## src/rtl/lsu.sv

```systemverilog
// RV32I load/store unit: byte-lane alignment, memory access, load extension, error rejection.
// Latency: store 2 cycles, load MEM_LATENCY+2 cycles, error 1 cycle (accept edge to resp_valid).
// Backpressure: req_ready is high only in IDLE (one transaction in flight); responses cannot be stalled.
//
// Ports:
//   clk, reset           : clock, synchronous active-high reset
//   req_valid/req_ready  : request handshake; req_we, req_funct3, req_addr, req_wdata describe the access
//   resp_valid           : one-cycle completion pulse carrying resp_rdata (extended load data) and resp_err
//   daddr, dout, wen, rd : data-memory port outputs (word address, replicated store data, byte enables, read strobe)
//   din                  : data-memory read data, valid MEM_LATENCY cycles after the rd cycle
module lsu #(
  parameter int MEM_LATENCY = 1
) (
  input  logic        clk,
  input  logic        reset,
  input  logic        req_valid,
  output logic        req_ready,
  input  logic        req_we,
  input  logic [2:0]  req_funct3,
  input  logic [31:0] req_addr,
  input  logic [31:0] req_wdata,
  output logic        resp_valid,
  output logic [31:0] resp_rdata,
  output logic        resp_err,
  output logic [31:0] daddr,
  output logic [31:0] dout,
  output logic [3:0]  wen,
  output logic        rd,
  input  logic [31:0] din
);

  typedef enum logic [1:0] {
    IDLE   = 2'd0,
    ACCESS = 2'd1,
    WAIT   = 2'd2,
    RESP   = 2'd3
  } state_t;

  // WAIT counts down from MEM_LATENCY-1 to 0, so it lasts MEM_LATENCY cycles (1..4 fits in 2 bits).
  localparam logic [1:0] CNT_INIT = 2'(MEM_LATENCY - 1);

  state_t      state_q;
  logic [1:0]  cnt_q;
  logic        we_q;
  logic [2:0]  funct3_q;
  logic [1:0]  off_q;

  logic        rd_q;
  logic [3:0]  wen_q;
  logic [31:0] daddr_q;
  logic [31:0] dout_q;
  logic        resp_valid_q;
  logic        resp_err_q;
  logic [31:0] resp_rdata_q;

  // Request decode, evaluated on the incoming request while in IDLE.
  logic        req_legal;
  logic        req_misal;
  logic        req_err;
  logic [3:0]  st_wen;
  logic [31:0] st_dout;

  always_comb begin
    req_legal = 1'b0;
    req_misal = 1'b0;
    st_wen    = 4'b0000;
    st_dout   = 32'h0;

    if (req_we) begin
      req_legal = (req_funct3 == 3'b000) || (req_funct3 == 3'b001) || (req_funct3 == 3'b010);
    end else begin
      req_legal = (req_funct3 == 3'b000) || (req_funct3 == 3'b001) || (req_funct3 == 3'b010) ||
                  (req_funct3 == 3'b100) || (req_funct3 == 3'b101);
    end

    req_misal = ((req_funct3[1:0] == 2'b01) && req_addr[0]) ||
                ((req_funct3[1:0] == 2'b10) && (req_addr[1:0] != 2'b00));

    case (req_funct3[1:0])
      2'b00: begin
        st_wen  = 4'b0001 << req_addr[1:0];
        st_dout = {4{req_wdata[7:0]}};
      end
      2'b01: begin
        st_wen  = 4'b0011 << req_addr[1:0];
        st_dout = {2{req_wdata[15:0]}};
      end
      default: begin
        st_wen  = 4'b1111;
        st_dout = req_wdata;
      end
    endcase
  end

  assign req_err = !req_legal || req_misal;

  // Load extraction from the captured word, using the latched offset and funct3.
  logic [7:0]  ld_byte;
  logic [15:0] ld_half;
  logic [31:0] ld_data;

  always_comb begin
    ld_byte = 8'h0;
    ld_data = din;
    case (off_q)
      2'd0:    ld_byte = din[7:0];
      2'd1:    ld_byte = din[15:8];
      2'd2:    ld_byte = din[23:16];
      default: ld_byte = din[31:24];
    endcase
    ld_half = off_q[1] ? din[31:16] : din[15:0];

    case (funct3_q[1:0])
      2'b00:   ld_data = funct3_q[2] ? {24'h0, ld_byte} : {{24{ld_byte[7]}}, ld_byte};
      2'b01:   ld_data = funct3_q[2] ? {16'h0, ld_half} : {{16{ld_half[15]}}, ld_half};
      default: ld_data = din;
    endcase
  end

  // Single FSM process; every output is registered and defaults to zero each cycle,
  // so bus strobes and response fields are only non-zero in their owning state.
  always_ff @(posedge clk) begin
    if (reset) begin
      state_q      <= IDLE;
      cnt_q        <= 2'd0;
      we_q         <= 1'b0;
      funct3_q     <= 3'b000;
      off_q        <= 2'd0;
      rd_q         <= 1'b0;
      wen_q        <= 4'b0000;
      daddr_q      <= 32'h0;
      dout_q       <= 32'h0;
      resp_valid_q <= 1'b0;
      resp_err_q   <= 1'b0;
      resp_rdata_q <= 32'h0;
    end else begin
      rd_q         <= 1'b0;
      wen_q        <= 4'b0000;
      daddr_q      <= 32'h0;
      dout_q       <= 32'h0;
      resp_valid_q <= 1'b0;
      resp_err_q   <= 1'b0;
      resp_rdata_q <= 32'h0;

      case (state_q)
        IDLE: begin
          if (req_valid) begin
            we_q     <= req_we;
            funct3_q <= req_funct3;
            off_q    <= req_addr[1:0];
            if (req_err) begin
              // Rejected without any bus activity.
              state_q      <= RESP;
              resp_valid_q <= 1'b1;
              resp_err_q   <= 1'b1;
            end else begin
              state_q <= ACCESS;
              daddr_q <= {req_addr[31:2], 2'b00};
              if (req_we) begin
                wen_q  <= st_wen;
                dout_q <= st_dout;
              end else begin
                rd_q <= 1'b1;
              end
            end
          end
        end

        ACCESS: begin
          if (we_q) begin
            state_q      <= RESP;
            resp_valid_q <= 1'b1;
          end else begin
            state_q <= WAIT;
            cnt_q   <= CNT_INIT;
          end
        end

        WAIT: begin
          if (cnt_q == 2'd0) begin
            state_q      <= RESP;
            resp_valid_q <= 1'b1;
            resp_rdata_q <= ld_data;
          end else begin
            cnt_q <= cnt_q - 2'd1;
          end
        end

        RESP: begin
          state_q <= IDLE;
        end

        default: begin
          state_q <= IDLE;
        end
      endcase
    end
  end

  assign req_ready  = (state_q == IDLE);
  assign rd         = rd_q;
  assign wen        = wen_q;
  assign daddr      = daddr_q;
  assign dout       = dout_q;
  assign resp_valid = resp_valid_q;
  assign resp_err   = resp_err_q;
  assign resp_rdata = resp_rdata_q;

endmodule

```

## config.mk

```make
export PLATFORM = sky130hd
export DESIGN_NAME = lsu
export DESIGN_NICKNAME = d
export VERILOG_FILES = /design/src/rtl/lsu.sv
export SDC_FILE = /design/constraint.sdc
export NUM_CORES = 1
export LEC_CHECK = 0
export ABC_AREA = 1
export BUFFER_PORTS_ARGS = -buffer_cell sky130_fd_sc_hd__buf_2
export CORE_ASPECT_RATIO = 1.75
export CORE_MARGIN = 2
export CORE_UTILIZATION = 42
export CTS_CLUSTER_SIZE = 28
export DETAILED_ROUTE_END_ITERATION = 12
export PLACE_DENSITY_LB_ADDON = 0.25
export REMOVE_ABC_BUFFERS = 1
export SYNTH_ARGS = -nofsm -noshare
export SYNTH_HDL_FRONTEND = slang
export SYNTH_SLANG_ARGS = --single-unit
```

## constraint.sdc

```tcl
create_clock -name clk -period 1.4 [get_ports clk]
set_input_delay 0.42 -clock clk [delete_from_list [all_inputs] [get_ports clk]]
set_output_delay 0.42 -clock clk [all_outputs]
set_load 0.01 [all_outputs]
```

After elaboration in Yosys (flattened, before gate mapping)
Index checks and enable logic that the tools add are counted.
- word-level logic and storage cells: 84
- bits of input ports: 103
- register bits: 113
- equal/unequal tests: 16
- reductions and logical operators: 25
- bitwise logic cells: 5
- add/subtract/negate cells: 1
- muxes and demuxes: 22
- shifts and indexed selects: 2
- operators with widths (operator ; number):
    case mux 32 bit (2 select lines) ; 2
    2-to-1 mux 32 bit ; 2
    case mux 8 bit (3 select lines) ; 1
    2-to-1 mux 16 bit ; 1
    zero test 2 bit ; 5
    2-to-1 mux 2 bit ; 5
    == test 2 x 1 -> 1 bit, second input constant ; 4
    == test 2 bit, second input constant ; 4
    != test 2 bit, second input constant ; 4
    case mux 2 bit (4 select lines) ; 1
    case mux 4 bit (2 select lines) ; 1
    2-to-1 mux 1 bit ; 7
    == test 3 bit, second input constant ; 2
    logical OR 1 bit ; 6
    OR reduction 3 bit ; 2
    inverter 1 bit ; 5
    OR reduction 5 bit ; 1
    case mux 2 bit (2 select lines) ; 1
    AND reduction 2 bit ; 2
    nonzero test 2 bit ; 2
    OR reduction 4 bit ; 1
    << shifter 1 x 2 -> 4 bit, first input constant ; 1
    << shifter 2 x 2 -> 4 bit, first input constant ; 1
    == test 3 x 1 -> 1 bit, second input constant ; 1
    other kinds (8) ; 9

Depth between registers and ports, before layout
Gate-level depths: netlist of run 1.
- depth after elaboration: 11
- depth in mapped cells: 9
- depth with buffers taken out: 8

Least setup slack after synthesis of run 1
OpenSTA, ideal clock, no wires.
- path kind: reg-to-reg
- start: register state_q[0]
- end: register dout_q[31] (netlist: dout[31])
- stages on the path, launching flop included: 8
- required time: 1.334 ns
- clock period less this slack: 1.431 ns
- setup slack: -0.031 ns
- arrival time: 1.365 ns
- library setup time: 0.066 ns
- cell sequence: dfxtp_1 > inv_1 > ha_1 > nand2_1 > nor2_1 > nand3_4 > buf_2 > a21oi_2
- word-level cells in the longest chain between the ends: 3
- RTL lines (what ; RTL line ; text):
    from (decl) ; 42 ; state_t state_q;
    from (signal assigned) ; 124 ; state_q <= IDLE;
    from (signal assigned) ; 153 ; state_q <= RESP;
    from (signal assigned) ; 157 ; state_q <= ACCESS;
    zero test 2 bit ; -- ;
    via req_ready ; 17 ; output logic req_ready,
    inverter 1 bit (no line) ; -- ;
    OR reduction 5 bit (no line) ; -- ;
    to (signal assigned) ; 161 ; dout_q <= st_dout;
    to (decl) ; 51 ; logic [31:0] dout_q;
The timed path passes the listed nets, and every way through them passes these cells.
A chain may end at the register's enable or synchronous reset.

Final worst setup path of run 1
- start: register state_q[0]
- end: output req_ready
- word-level cells in the longest chain between the ends: 1
- RTL lines (what ; RTL line ; text):
    zero test 2 bit ; 200 ; assign req_ready = (state_q == IDLE);
    to (decl) ; 17 ;
No other way between the ends.

==> impl_metrics.ini, run 1 <==
[global_routing]
grt_pass1_wl_um = 18900
grt_pass1_vias = 4235
grt.total_usage_pct = 21.8
grt_max_degree = 37
antenna_found_initial = 0
grt-ovfl-total = 0

[clock_network]
cts-htree-levels = 3
numCtsBuffers = 9
path_clk_slew_ns = 0.08
cts_tree = done
holdBufCountCts = 0
numClockSinks = 111
clk-insertion-delay-late_ns = 0.35
cts_buffer_depth = 2
cts_root_buffer = clkbuf_16

[final_layout]
diodes = 0
fin_area_um2 = 6020
post_route_cells_drive_above_1_share_pct = 37.5
area_delta_synth_final_pct = 39.7
nets = 892

[synthesis]
ys.flop_type = dfxtp_1
synth_xor_area_share_pct = 0
synth.avg_cell_area_um2 = 7.71
yosys.area_share.simple_pct = 25.2
synth-async-reset-ratio_pct = 0
yosys-top-cells-area = dfxtp_1, nand2_1, nor2_1
synth_seq_cells = 111
synth_top_cell_by_area = dfxtp_1
yosysMostFrequentCell = nand2_1
synth-edff-count = 0
synth_compound_area_share_pct = 10.7
synth_top_family_by_area = simple AND/OR/NAND/NOR gates
synthAdderAreaFrac_pct = 1.45
syn_inst = 559
synth_top_cell_area_share_pct = 51.5
yosys_warnings = 0
synth.distinct_cells = 29
synthMuxAreaShare_pct = 0
syn_area_um2 = 4310
seq_area_frac_synth_pct = 51.5
netlist_top_cells_count = nand2_1, dfxtp_1, nor2_1

[floorplanning]
core-area_um2 = 10100
die_w_um = 80.6
num_rows = 49
initial_core_util_pct = 42.6
io_pins = 207
die_y_um = 138
die_area_um2 = 11100

[route]
drt-initial-drc-count = 167
dr.pass1.iters = 5
routed_wl_um = 12100
num_vias = 4309
ant_nets = 0
viasPerCell = 4.70
drc = 0
wl_per_cell_um = 13.2

[outcome]
violations = setup timing
run_status = finished, violations left

[power_and_ir_drop]
power_mw = 8.93
ir_worst_vdd_uv = 904
power_density_nw_per_um2 = 1480
p_leak_nw = 3.46

[setup_path]
slowest_delay_ns = 0.34
crit_path_top_delay_cell = dfxtp_2
worstSetupStartpointType = flip-flop
critical_path_class = flip-flop to primary output
end_kind = primary output
path_cells = inv_2 > ha_4 > buf_6
critPathBufInv = 2
cp.arrival_ns = 1.03
critPathTopFamily = flip-flops
worstPathRequired_ns = 0.98
cp_max_fo = 4

[timing]
setup_tns_ns = -0.0477
whs_ns = 0.277
finalClockSkew_ns = 0.00911
finalSetupViolCount = 1
period_share_pct = 103
max_freq_mhz = 691
hold_violations = 0
timing.final.ws_setup_ns = -0.0477
period_needed_ns = 1.45
finalMaxSlewViolations = 0
rsz0062_at_grt = true

[placed_design]
hpwl_um = 9460
postPlaceCellArea_um2 = 5630
gp_congestion = 0.882
io_buffers = 204

[worst_hold_path]
hold_path.class = input port to flip-flop

[job]
maxCapViolCount = 0
==> worst register-to-register path, delay by kind of cell, from the launching register on <==
family / cells / cell delay [ns]
buffers and inverters: 3 / 0.37
and+or+nand+nor: 2 / 0.26
DFF: 1 / 0.34
adders and majority gates: 1 / 0.21
AOI/OAI and AO/OA: 1 / 0.15
==> cell usage in the layout (no fill, tap or decap), types with 13 or more instances in the layout <==
cell type | synthesis | final
buf_2 | 10 | 203
nand2_1 | 129 | 128
dfxtp_1 | 111 | 107
nor2_1 | 83 | 81
inv_1 | 81 | 79
a21oi_1 | 55 | 53
buf_4 | 2 | 28
nand3_1 | 14 | 14
nand3_2 | 13 | 13
==> final cells by class <==
cell class	count	area, um2
Tap cell	127	159
Sequential cell	111	2230
Multi-Input combinational cell	339	1690
Timing Repair Buffer	237	1330
Fill cell	973	4090
Clock buffer	9	225
Inverter	86	325
Clock inverter	7	67.6
==> path summary, 6_finish.rpt <==
kind | depth (start not counted) | startpoint | to | slack, ns
worst max-delay path | 3 | state_q[0] | req_ready | -0.05
worst max register to register | 7 | state_q[1] | resp_rdata[2] | 0.01
worst min register to register | 2 | cnt_q[1] | cnt_q[1] | 0.47
worst min-delay path | 3 | req_addr[22] | daddr[22] | 0.28
==> metal layers <==
metal	track usage [%]	up-vias	wire length [um]	part of all wire [%]
li1	-	2173	-	-
met4	10.5	0	498	4.1
met1	21.7	1929	4160	34
met3	6.01	32	914	7.6
met5	0	-	0	0
met2	40.2	175	6520	54
==> cells by family (layout without fill, tap and decap cells) <==
group,count (synthesis),count (layout)
other cells,1,2
fa+ha+maj,5,5
buf+inv,111,339
compound gates,84,84
simple gates,247,248
flops,111,111
==> state kept, by name, indices dropped and copies added (netlist names), 2 cells and up <==
name        flops
daddr          30
dout           32
state_q         2
resp_rdata     32
off_q           2
cnt_q           2
funct3_q        3
wen             4
==> repair_timing <==
action,CTS,global route
gates cloned,0,1
endpoints found under the setup margin,63,60
pin swaps,1,2
buffers inserted,1,1
resized for setup,9,14
==> stage by stage <==
| stage | worst slack (ns) | std cells | util [%] |
|---|---|---|---|
| after floorplan | -0.407 | 535 | - |
| after global placement | 0.0108 | 897 | 55.6 |
| after detailed placement | -0.0415 | 897 | 55.6 |
| after CTS | -0.0520 | 914 | 58.8 |
| after global routing | -0.0750 | 916 | 59.5 |
| final | -0.0477 | 916 | 59.5 |
==> power by group <==
part,internal (mW),leakage (nW),total (mW),switching [mW]
Sequential,3.46,0.900,3.59,0.127
Clock,1.25,0.145,2.48,1.22
Combinational,1.20,2.42,2.87,1.67
Total,5.91,3.46,8.93,3.02
(Power assumes the default switching activity.)
==> inputs of run 2 (changes only) <==
--- a/config.mk
+++ b/config.mk
@@ -10,5 +10,5 @@
 export CORE_ASPECT_RATIO = 1.75
 export CORE_MARGIN = 2
-export CORE_UTILIZATION = 42
+export CORE_UTILIZATION = 46
 export CTS_CLUSTER_SIZE = 28
 export DETAILED_ROUTE_END_ITERATION = 12
==> constraint.sdc (replaced) <==
create_clock -name clk -period 1.5 [get_ports clk]
set_input_delay 0 -clock clk [delete_from_list [all_inputs] [get_ports clk]]
set_output_delay 0 -clock clk [all_outputs]
set_load 0.01 [all_outputs]
==> impl_metrics.ini, run 2 (same netlist as run 1, synthesis figures left out) <==
[outcome]
run_status = finished, final reports clean

[route]
dr.pass1.iters = 5
wl_per_cell_um = 15.6
num_vias = 4921
viasPerCell = 4.96
drt-initial-drc-count = 345
ant_nets = 0
routed_wl_um = 15400
drc = 0

[power_and_ir_drop]
combPwrFrac_pct = 31.8
p_int_mw = 5.71
p_leak_nw = 3.80
ir_worst_vdd_uv = 833
power_density_nw_per_um2 = 1240
seqPwrFrac_pct = 39.4
switching_share_pct = 33.3
power_frac_clock_pct = 28.8
p_switching_mw = 2.85

[floorplanning]
core-area_um2 = 9090
num_rows = 46
die_y_um = 132
die_w_um = 77.2
io_pins = 207
initial_core_util_pct = 47.4
die_area_um2 = 10200

[final_layout]
mostFrequentLayoutCells = buf_2, nand2_1, dfxtp_1
post_route_cells_drive_above_1_share_pct = 32.7
multi_input_area_um2 = 1710
nFillCells = 666
seq_area_um2 = 2230
diodes = 0
fin_cells = 992
area_delta_synth_final_pct = 59.6
nets = 975
mostFrequentLayoutCell = buf_2

[timing]
finalClockSkew_ns = 0.00899
hold_violations = 0
period_share_pct = 94.9
finalSetupViolCount = 0
max_freq_mhz = 702
setup_tns_ns = 0
rsz0062_at_grt = false
finalMaxSlewViolations = 0
period_needed_ns = 1.42

[global_routing]
grt_max_degree = 32
antenna_found_initial = 0
grt-ovfl-total = 0
grt_pass1_wl_um = 23600
grt_pass1_vias = 5133
grt.total_usage_pct = 29.1

[placed_design]
placed_cells = 878
hpwl_um = 9100
io_buffers = 204
gp_congestion = 0.869

[setup_path]
cp_max_fo = 8
worstSetupStartpointType = input port
worstPathRequired_ns = 1.74
critical_path_class = input port to flip-flop
end_kind = flip-flop
cp.arrival_ns = 1.66

[clock_network]
numClockSinks = 111
cts-htree-levels = 3
numCtsBuffers = 9
cts_tree = done
path_clk_slew_ns = 0.08
clk-insertion-delay-late_ns = 0.35
cts_root_buffer = clkbuf_16
cts_buffer_depth = 2

[job]
maxCapViolCount = 0

[worst_hold_path]
hold_path.class = input port to flip-flop
[run 2: changes by cell type in the layout (fill, tap and decap cells not counted), sizes merged]
cell and delta:
buf -12, bufinv +1, clkbuf +2, clkinv -3, clkinvlp +1, dlygate4sd3 +92, nand3 +2
[run 2: worst paths after layout]
check	from	to	slack (ns)	cells after the start
max	req_funct3[0]	dout[11]	0.08	6
min	req_funct3[1]	dout[31]	0.009	4
max reg2reg	state_q[1]	dout[27]	0.10	7
min reg2reg	cnt_q[1]	cnt_q[1]	0.49	2
[run 2: layer usage]
| layer | vias to the layer above | routed length [um] | GRT usage (%) | part of all wire, % |
|---|---|---|---|---|
| met5 | - | 0 | 0 | 0 |
| met4 | 0 | 596 | 14.5 | 3.9 |
| met3 | 50 | 1090 | 7.05 | 7.0 |
| met2 | 256 | 8670 | 57.5 | 56 |
| met1 | 2279 | 5080 | 26.4 | 33 |
| li1 | 2336 | - | - | - |
[run 2: what timing repair did]
item	4_1_cts	5_1_grt
hold buffers	92	0
pin swaps	1	4
setup endpoints to repair	36	56
endpoints found under the hold margin	94	0
cloned	1	3
resized for setup	3	17
buffers inserted	2	0
[run 2: per-stage QoR]
stage          setup WS [ns]  hold slack (ns)  power, mW  area (um2)  utilization [%]
6_report              0.0765          0.00898       8.56        6880             75.7
5_1_grt              0.00914           0.0235       9.03        6880             75.7
4_1_cts               0.0569          0.00134       8.40        6780             74.6
3_5_place_dp          -0.130            0.218       5.75        5500             60.5
3_3_place_gp        -0.00799            0.212       5.66        5500             60.5
2_1_floorplan         -0.307           0.0691       4.81        4160                -
[run 2: power groups by stage]
stage	clock [mW]	sequential (mW)	combinational, mW
final	2.47	3.37	2.72
after floorplan	0	3.55	1.26
after global placement	0	3.41	2.24
after CTS	2.49	3.36	2.55
after detailed placement	0	3.43	2.33
after global routing	2.63	3.40	3.00
[run 2: area by class of cell]
| cell class | instances | area share (%) |
|---|---|---|
| clock buffers | 10 | 3.33 |
| well taps | 120 | 2.18 |
| flip-flops and latches | 111 | 32.3 |
| repair buffers | 318 | 31.4 |
| multi-input cells | 341 | 24.9 |
| inverters | 86 | 4.76 |
| clock inverters | 6 | 1.13 |
[run 2: critical path: stages]
cell	delay [ns]
buf_2	0.16
nor2_2	0.34
inv_1	0.26
a21oi_1	0.20
dlygate4sd3_1	0.62
nor2_2	0.08
==> inputs of run 3 (changes only) <==
- HOLD_SLACK_MARGIN: default -> 0.06
==> impl_metrics.ini, run 3 (same netlist as run 1, synthesis figures left out) <==
[floorplanning]
die_y_um = 132
num_rows = 46
die_w_um = 77.2
initial_core_util_pct = 47.4
die_area_um2 = 10200
io_pins = 207
core-area_um2 = 9090

[route]
num_vias = 5011
wl_per_cell_um = 15.8
routed_wl_um = 16000
dr.pass1.iters = 5
drt-initial-drc-count = 282
drc = 0
ant_nets = 0
viasPerCell = 4.97

[power_and_ir_drop]
p_leak_nw = 3.85
power_mw = 8.61
ir_worst_vdd_uv = 1080
power_density_nw_per_um2 = 1220

[timing]
finalMaxSlewViolations = 0
rsz0062_at_grt = true
max_freq_mhz = 700
finalSetupViolCount = 0
period_needed_ns = 1.43
hold_violations = 0
finalClockSkew_ns = 0.00773
period_share_pct = 95.2

[setup_path]
worstPathRequired_ns = 1.77
path_common_cell = buf_12
critPathBufInv = 3
critPathTopFamily = buffers and inverters
path_cells = inv_1 > ha_2 > nand2_2 > nor2_4 > buf_12 > nand3_4 > buf_12 > a21oi_1
end_kind = flip-flop
critical_path_class = flip-flop to flip-flop
worstSetupStartpointType = flip-flop
slowest_delay_ns = 0.35
crit_path_top_delay_cell = dfxtp_2
cp_max_fo = 13
cp.arrival_ns = 1.70

[clock_network]
cts-htree-levels = 3
numCtsBuffers = 9
cts_tree = done
clk-insertion-delay-late_ns = 0.34
cts_root_buffer = clkbuf_16
path_clk_slew_ns = 0.08
cts_buffer_depth = 2
numClockSinks = 111

[placed_design]
io_buffers = 204
gp_congestion = 0.869
hpwl_um = 9100

[final_layout]
fin_util_pct = 77.3
nets = 991
nFillCells = 619
post_route_cells_drive_above_1_share_pct = 31.8
mostFrequentLayoutCells = buf_2, nand2_1, dfxtp_1
diodes = 0
mostFrequentLayoutCell = buf_2
area_delta_synth_final_pct = 63.0

[outcome]
run_status = finished, final reports clean

[global_routing]
grt-ovfl-total = 0
grt_max_degree = 32
grt.total_usage_pct = 30.3
antenna_found_initial = 0
grt_pass1_wl_um = 24600
grt_pass1_vias = 5340

[job]
maxCapViolCount = 0

[worst_hold_path]
hold_path.class = input port to flip-flop
==> run 3: tightest hold or removal path: cells and delay by family <==
family	cells	cell delay [ns]
buffers and inverters	1	0.17
AOI/OAI and AO/OA	2	0.21
==> run 3: layer usage <==
metal	vias up	part of all wire, %	track usage (%)
met5	-	0	0
met2	275	56	58.2
met4	0	4.2	17.8
li1	2374	-	-
met1	2309	33	28.1
met3	53	6.8	7.05
==> run 3: worst paths after layout <==
path,end,slack (ns),from,depth (start not counted)
max,dout[29],0.07,state_q[0],8
min,funct3_q[0],0.08,req_funct3[0],3
max reg2reg,dout[29],0.07,state_q[0],8
min reg2reg,cnt_q[1],0.49,cnt_q[1],2
==> run 3: report_power, final <==
group	total [mW]	switching, mW	internal (mW)
Sequential	3.37	0.145	3.23
Combinational	2.75	1.58	1.17
Clock	2.49	1.15	1.33
==> run 3: stage by stage <==
step	cells	setup slack, ns	TNS (ns)	hold slack [ns]	area [um2]
floorplan	535	-0.307	-20.04	0.0691	4160
global placement	878	-0.00799	-0.0256	0.212	5500
detailed placement	878	-0.130	-1.62	0.218	5500
CTS	1005	0.0569	0	0.0654	6940
global route	1008	0.000984	0	0.116	7030
finish	1008	0.0714	0	0.0832	7030
==> run 3: timing repair <==
action                                  CTS  global route
pin swaps                                 1             1
setup buffers                             2             1
endpoints found under the setup margin   36            70
hold buffers                            108             0
cloned                                    1             2
hold endpoints to repair                106             0
resized for setup                         3            13
==> run 3: cell type report <==
cell class,count,area (um2),share of cell area (%)
clock buffer,10,229,3.26
clock inverter,6,77.6,1.10
inverter,86,328,4.67
multi-input combinational,341,1700,24.2
sequential,111,2220,31.7
tap,120,150,2.14
timing repair buffer,334,2320,33.0
